===== config.mk =====
export PLATFORM = sky130hd
export DESIGN_NAME = eth_tx_arbiter
export DESIGN_NICKNAME = d
export VERILOG_FILES = /design/src/rtl/eth_tx_arbiter.sv
export SDC_FILE = /design/constraint.sdc
export NUM_CORES = 1
export LEC_CHECK = 0
export CAP_MARGIN = 15
export CORE_AREA = 2 2 91 93
export CTS_CLUSTER_SIZE = 16
export DETAILED_ROUTE_END_ITERATION = 6
export DIE_AREA = 0 0 93 95
export PLACE_DENSITY = 0.84
export SLEW_MARGIN = 0
export SYNTH_ARGS = -nofsm -noshare
export SYNTH_HDL_FRONTEND = slang
export SYNTH_SLANG_ARGS = --single-unit

===== constraint.sdc =====
create_clock -name clk156 -period 2.98 [get_ports clk156]
set_clock_uncertainty 0.15 [all_clocks]
set_input_delay 0.745 -clock clk156 [delete_from_list [all_inputs] [get_ports clk156]]
set_output_delay 0.745 -clock clk156 [all_outputs]
set_load 0.005 [all_outputs]

===== src/rtl/eth_tx_arbiter.sv =====
`default_nettype none
// ============================================================================
//  Module      : eth_tx_arbiter
//  Description : Two-requester frame arbiter feeding a shared 10GbE MAC TX
//                AXI-Stream. Grants a whole frame at a time and alternates
//                between requesters on a tie. After each frame it inserts
//                IFG_CYCLES idle cycles.
//                Optional per-port frame counters are enabled by defining
//                the macro ETH_TX_ARB_STATS_EN.
//  Revision    : 1.0 - initial release
// ============================================================================
module eth_tx_arbiter #(
   parameter logic [15:0] IFG_CYCLES = 16'd4
) (
   input  logic        clk156,
   input  logic        eth_rst,
   // requester 0 (frame generator)
   input  logic        s0_axis_tvalid,
   output logic        s0_axis_tready,
   input  logic [63:0] s0_axis_tdata,
   input  logic [7:0]  s0_axis_tkeep,
   input  logic        s0_axis_tlast,
   input  logic        s0_axis_tuser,
   // requester 1 (forwarding path)
   input  logic        s1_axis_tvalid,
   output logic        s1_axis_tready,
   input  logic [63:0] s1_axis_tdata,
   input  logic [7:0]  s1_axis_tkeep,
   input  logic        s1_axis_tlast,
   input  logic        s1_axis_tuser,
   // shared MAC TX stream
   output logic        m_axis_tvalid,
   input  logic        m_axis_tready,
   output logic [63:0] m_axis_tdata,
   output logic [7:0]  m_axis_tkeep,
   output logic        m_axis_tlast,
   output logic        m_axis_tuser,
`ifdef ETH_TX_ARB_STATS_EN
   output logic [31:0] s0_frame_cnt,
   output logic [31:0] s1_frame_cnt,
`endif
   output logic [1:0]  grant
);

   typedef enum logic [1:0] {
      ARB_IDLE = 2'd0,
      ARB_S0   = 2'd1,
      ARB_S1   = 2'd2,
      ARB_GAP  = 2'd3
   } arb_state_t;

   arb_state_t  state_q, state_d;
   logic        last_served_q, last_served_d;   // 0 = s0, 1 = s1
   logic [15:0] gap_cnt_q, gap_cnt_d;

   logic        w_own0;
   logic        w_own1;
   logic        w_beat_last;

   // Ownership is masked by reset so no beat can be handshaken on the edge
   // that takes the reset.
   assign w_own0      = (state_q == ARB_S0) & ~eth_rst;
   assign w_own1      = (state_q == ARB_S1) & ~eth_rst;
   assign w_beat_last = m_axis_tvalid & m_axis_tready & m_axis_tlast;

   // State, tie-break memory and inter-frame gap counter registers
   always_ff @(posedge clk156) begin
      if (eth_rst) begin
         state_q       <= ARB_IDLE;
         last_served_q <= 1'b1;
         gap_cnt_q     <= 16'd0;
      end else begin
         state_q       <= state_d;
         last_served_q <= last_served_d;
         gap_cnt_q     <= gap_cnt_d;
      end
   end

   // Next-state logic: arbitrate in IDLE, hold grant to end of frame, then gap
   always_comb begin
      state_d       = state_q;
      last_served_d = last_served_q;
      gap_cnt_d     = gap_cnt_q;
      case (state_q)
         ARB_IDLE: begin
            if (s0_axis_tvalid && !s1_axis_tvalid) begin
               state_d       = ARB_S0;
               last_served_d = 1'b0;
            end else if (s1_axis_tvalid && !s0_axis_tvalid) begin
               state_d       = ARB_S1;
               last_served_d = 1'b1;
            end else if (s0_axis_tvalid && s1_axis_tvalid) begin
               // tie: serve whichever port did not go last
               if (last_served_q) begin
                  state_d       = ARB_S0;
                  last_served_d = 1'b0;
               end else begin
                  state_d       = ARB_S1;
                  last_served_d = 1'b1;
               end
            end
         end
         ARB_S0, ARB_S1: begin
            if (w_beat_last) begin
               gap_cnt_d = 16'd0;
               state_d   = (IFG_CYCLES != 16'd0) ? ARB_GAP : ARB_IDLE;
            end
         end
         ARB_GAP: begin
            gap_cnt_d = gap_cnt_q + 16'd1;
            if (gap_cnt_q == (IFG_CYCLES - 16'd1)) begin
               state_d = ARB_IDLE;
            end
         end
         default: begin
            state_d = ARB_IDLE;
         end
      endcase
   end

   // Output mux: owner's stream passes straight through, otherwise all quiet
   always_comb begin
      m_axis_tvalid  = 1'b0;
      m_axis_tdata   = 64'h0;
      m_axis_tkeep   = 8'h00;
      m_axis_tlast   = 1'b0;
      m_axis_tuser   = 1'b0;
      s0_axis_tready = 1'b0;
      s1_axis_tready = 1'b0;
      if (w_own0) begin
         m_axis_tvalid  = s0_axis_tvalid;
         m_axis_tdata   = s0_axis_tdata;
         m_axis_tkeep   = s0_axis_tkeep;
         m_axis_tlast   = s0_axis_tlast;
         m_axis_tuser   = s0_axis_tuser;
         s0_axis_tready = m_axis_tready;
      end else if (w_own1) begin
         m_axis_tvalid  = s1_axis_tvalid;
         m_axis_tdata   = s1_axis_tdata;
         m_axis_tkeep   = s1_axis_tkeep;
         m_axis_tlast   = s1_axis_tlast;
         m_axis_tuser   = s1_axis_tuser;
         s1_axis_tready = m_axis_tready;
      end
   end

   assign grant = {w_own1, w_own0};

`ifdef ETH_TX_ARB_STATS_EN
   logic [31:0] s0_cnt_q;
   logic [31:0] s1_cnt_q;

   // Per-port count of completed frames, free-running with natural wrap
   always_ff @(posedge clk156) begin
      if (eth_rst) begin
         s0_cnt_q <= 32'd0;
         s1_cnt_q <= 32'd0;
      end else begin
         if (w_own0 && w_beat_last) begin
            s0_cnt_q <= s0_cnt_q + 32'd1;
         end
         if (w_own1 && w_beat_last) begin
            s1_cnt_q <= s1_cnt_q + 32'd1;
         end
      end
   end

   assign s0_frame_cnt = s0_cnt_q;
   assign s1_frame_cnt = s1_cnt_q;
`endif

endmodule
`default_nettype wire


==> impl_metrics.csv <==
group,metric,value,unit
run_status,violations,"negative setup slack",
global_route,grt_usage,25.30,%
finish,final_nets,658,
die,core,7928,um^2
clocking,clock_path_buffers,2,
power_and_ir_drop,pwr_density_cell,376.7,nW/um^2
power_and_ir_drop,leakagePower,2.068,nW
critical_path,path_delay_family,"buffers and inverters",
clocking,clk_pin_slew_worst_paths,0.08,ns
finish,synthToLayoutAreaGrowth,141.5,%
min_path,holdPathStages,1,
critical_path,cpMostUsedCell,"buf_4",
critical_path,r2r-end,"gap_cnt_q[10]$_SDFFE_PP0P_",
critical_path,crit_required,2.09,ns
critical_path,arrival,2.12,ns
drt,viasPerCell,5.092,
drt,drcViolationCount,0,
global_route,grt_pass1_vias,2955,
critical_path,ff2ff_setup_slack,0.74,ns
global_route,grt_overflow,0,
die,die_area,8835,um^2
sta,period_share,101.1,%
sta,slew_violations,0,
place,gp_congestion,0.8537,
min_path,min_from,"gap_cnt_q[15]$_SDFFE_PP0P_",
finish,post-route-util,58.82,%
critical_path,cpPeakStageDelay,0.36,ns
die,die_width,93,um
clocking,cts_sinks,19,
global_route,antenna_found_initial,0,
finish,final_common_cell,"clkdlybuf4s50_1",
clocking,numCtsBuffers,3,
finish,final_cells,599,
power_and_ir_drop,ir_worst_vdd,0.2577,mV
critical_path,cp_num_buf_inv,7,
finish,antenna_cells,0,
global_route,grt_max_degree,22,
drt,wirelength,12.04,mm
critical_path,crit_type,"reg -> out",
sta,rsz0062_at_grt,"true",
synthesis,avgSynthCellArea,8.011,um^2
sta,max_freq,332.1,MHz
clocking,htreeDepth,1,
sta,setup_violations,9,
critical_path,critPathMaxFanout,5,
drt,drtPass1Iterations,4,
drt,vias,3050,
global_route,grt_pass1_wl,16.89,mm
critical_path,crit_path_start_kind,"register",
clocking,clkLatencyLatePin,0.26,ns
die,start_util,24.35,%
synthesis,syn_area,1931,um^2
critical_path,crit_slowest_cell,"dfxtp_2",
die,std_cell_rows,33,
place,dpl.hpwl,10.03,mm
critical_path,crit_chain,"inv_2, ha_1, nor2b_4, nor2b_4, buf_4, buf_12, buf_4, buf_4, buf_4, a22o_1, buf_2",
sta,hold_viol,0,
die,io_pins,232,
run_status,outcome,"finished, violations left",
finish,final_cell_mix,"clkdlybuf4s50_1, a22o_1, clkbuf_2",
flow_run,drv_cap,0,
min_path,hold_path.class,"reg -> reg",
place,place_inst,576,
synthesis,synth-seq-cells,19,
drt,drt_first_iter_violations,68,
place,portBuffers,231,
die,die_y,95,um
critical_path,end_kind,"output port",
synthesis,synth_nets,404,
sta,hold_slack,0.3190,ns
sta,setup_tns,-0.1089,ns
synthesis,synth.distinct_cells,36,
clocking,cts_tree,"built",
drt,wl_per_cell,20.10,um
min_path,hold_path_end,"gap_cnt_q[15]$_SDFFE_PP0P_",
synthesis,synth-seq-area-share,19.70,%
drt,final_antenna_net_count,0,
sta,setup_ws,-0.03143,ns
synthesis,yosysWarnings,0,
critical_path,worstReg2RegStart,"state_q[1]$_SDFFE_PP0P_",
critical_path,reg2regPathDepth,7,
sta,worstMarginPinSlew,0.5457,ns
sta,post-route-min-period,3.011,ns
synthesis,synthCells,241,
sta,relSlewSlack,63.62,%
clocking,cts_root_buf,"clkbuf_8",
finish,drive_above_1_share,20.24,%
-- state kept, by name, summed over array words and instances, names as in the netlist --
name,count
last_served_q,1
state_q,2
gap_cnt_q,16
-- cell families (layout without fill, tap and decap cells) --
| family | after synthesis | in the layout | share of synthesized area (%) |
|---|---|---|---|
| and+or+nand+nor | 54 | 54 | 15.36 |
| buffers and inverters | 33 | 286 | 7.388 |
| AOI/OAI and AO/OA | 124 | 124 | 50.55 |
| DFF | 19 | 19 | 19.70 |
| muxes | 1 | 1 | 0.5185 |
| adders and majority gates | 10 | 10 | 6.481 |
-- area by class of cell --
type	count	area (um^2)
Fill cell	740	3264
Timing Repair Buffer	275	2609
Inverter	7	26.28
Tap cell	105	131.4
Sequential cell	19	382.9
Multi-Input combinational cell	189	1468
Clock buffer	3	41.29
Clock inverter	1	5.005
-- stage by stage --
stage / power (mW) / instance area, um^2 / worst slack [ns]
after floorplan: 0.7688 / 1931 / 0.2212
after global placement: 1.507 / 4523 / -0.5266
after detailed placement: 1.537 / 4523 / -0.5534
after CTS: 1.757 / 4746 / -0.1878
after global routing: 1.866 / 4663 / -0.1097
final: 1.757 / 4663 / -0.03143
-- worst max-delay path by stage --
stage / from / end / slack, ns / cells past startpoint
6_report: state_q[0]$_SDFFE_PP0P_ / m_axis_tdata[18] / -0.03 / 11
3_5_place_dp: eth_rst / m_axis_tdata[1] / -0.55 / 6
2_1_floorplan: eth_rst / m_axis_tdata[15] / 0.22 / 5
3_3_place_gp: eth_rst / m_axis_tdata[1] / -0.53 / 7
5_1_grt: state_q[1]$_SDFFE_PP0P_ / m_axis_tdata[56] / -0.11 / 6
4_1_cts: state_q[1]$_SDFFE_PP0P_ / m_axis_tkeep[3] / -0.19 / 6
-- what timing repair did --
| action | 4_1_cts | 5_1_grt |
|---|---|---|
| setup buffers | 11 | 6 |
| pin swaps | 4 | 3 |
| setup endpoints to repair | 78 | 55 |
| resized for setup | 99 | 67 |
| cloned | 3 | 0 |
| hold buffers | 0 | 0 |
-- cell usage after synthesis, drive strengths merged --
| master | number | area [um^2] |
|---|---|---|
| clkbuf | 14 | 52.55 |
| a21oi | 8 | 40.04 |
| nor4 | 3 | 25.02 |
| a21o | 1 | 7.510 |
| nand4b | 1 | 8.760 |
| a41oi | 3 | 26.28 |
| o31ai | 5 | 37.54 |
| nand4 | 8 | 50.05 |
| a22o | 75 | 656.9 |
| nand3b | 1 | 20.02 |
| a221o | 1 | 10.01 |
| dfxtp | 19 | 380.4 |
| ha | 10 | 125.1 |
| mux2i | 1 | 10.01 |
| o21ai | 22 | 110.1 |
| a31oi | 4 | 25.02 |
| nor3 | 2 | 10.01 |
| inv | 7 | 26.28 |
| a211oi | 2 | 20.02 |
| nor2b | 6 | 37.54 |
| a221oi | 1 | 26.28 |
| nor4b | 1 | 8.760 |
| nor2 | 15 | 56.30 |
| nand2b | 1 | 6.260 |
| and3 | 2 | 12.51 |
| o21a | 1 | 7.510 |
| buf | 12 | 63.81 |
| nand2 | 9 | 33.78 |
| a211o | 1 | 8.760 |
| and2 | 2 | 12.51 |
| nand3 | 3 | 15.01 |
-- power breakdown --
| part | internal (mW) | total [mW] | leakage (nW) | switching [mW] |
|---|---|---|---|---|
| combinational | 0.786 | 1.29 | 1.89 | 0.500 |
| sequential | 0.273 | 0.286 | 0.154 | 0.0139 |
| clock | 0.0931 | 0.184 | 0.0255 | 0.0913 |
| total | 1.15 | 1.76 | 2.07 | 0.605 |
-- metal layers --
layer	vias to the layer above	GRT usage (%)	routed length (um)	share of wire, %
li1	1465	-	-	-
met1	1448	32.71	5170	43
met2	129	44.87	6053	50
met3	8	5.028	717	6.0
met4	0	3.064	99	0.82
met5	-	0	0	0
No activity file was read; power rests on OpenSTA's default activity.
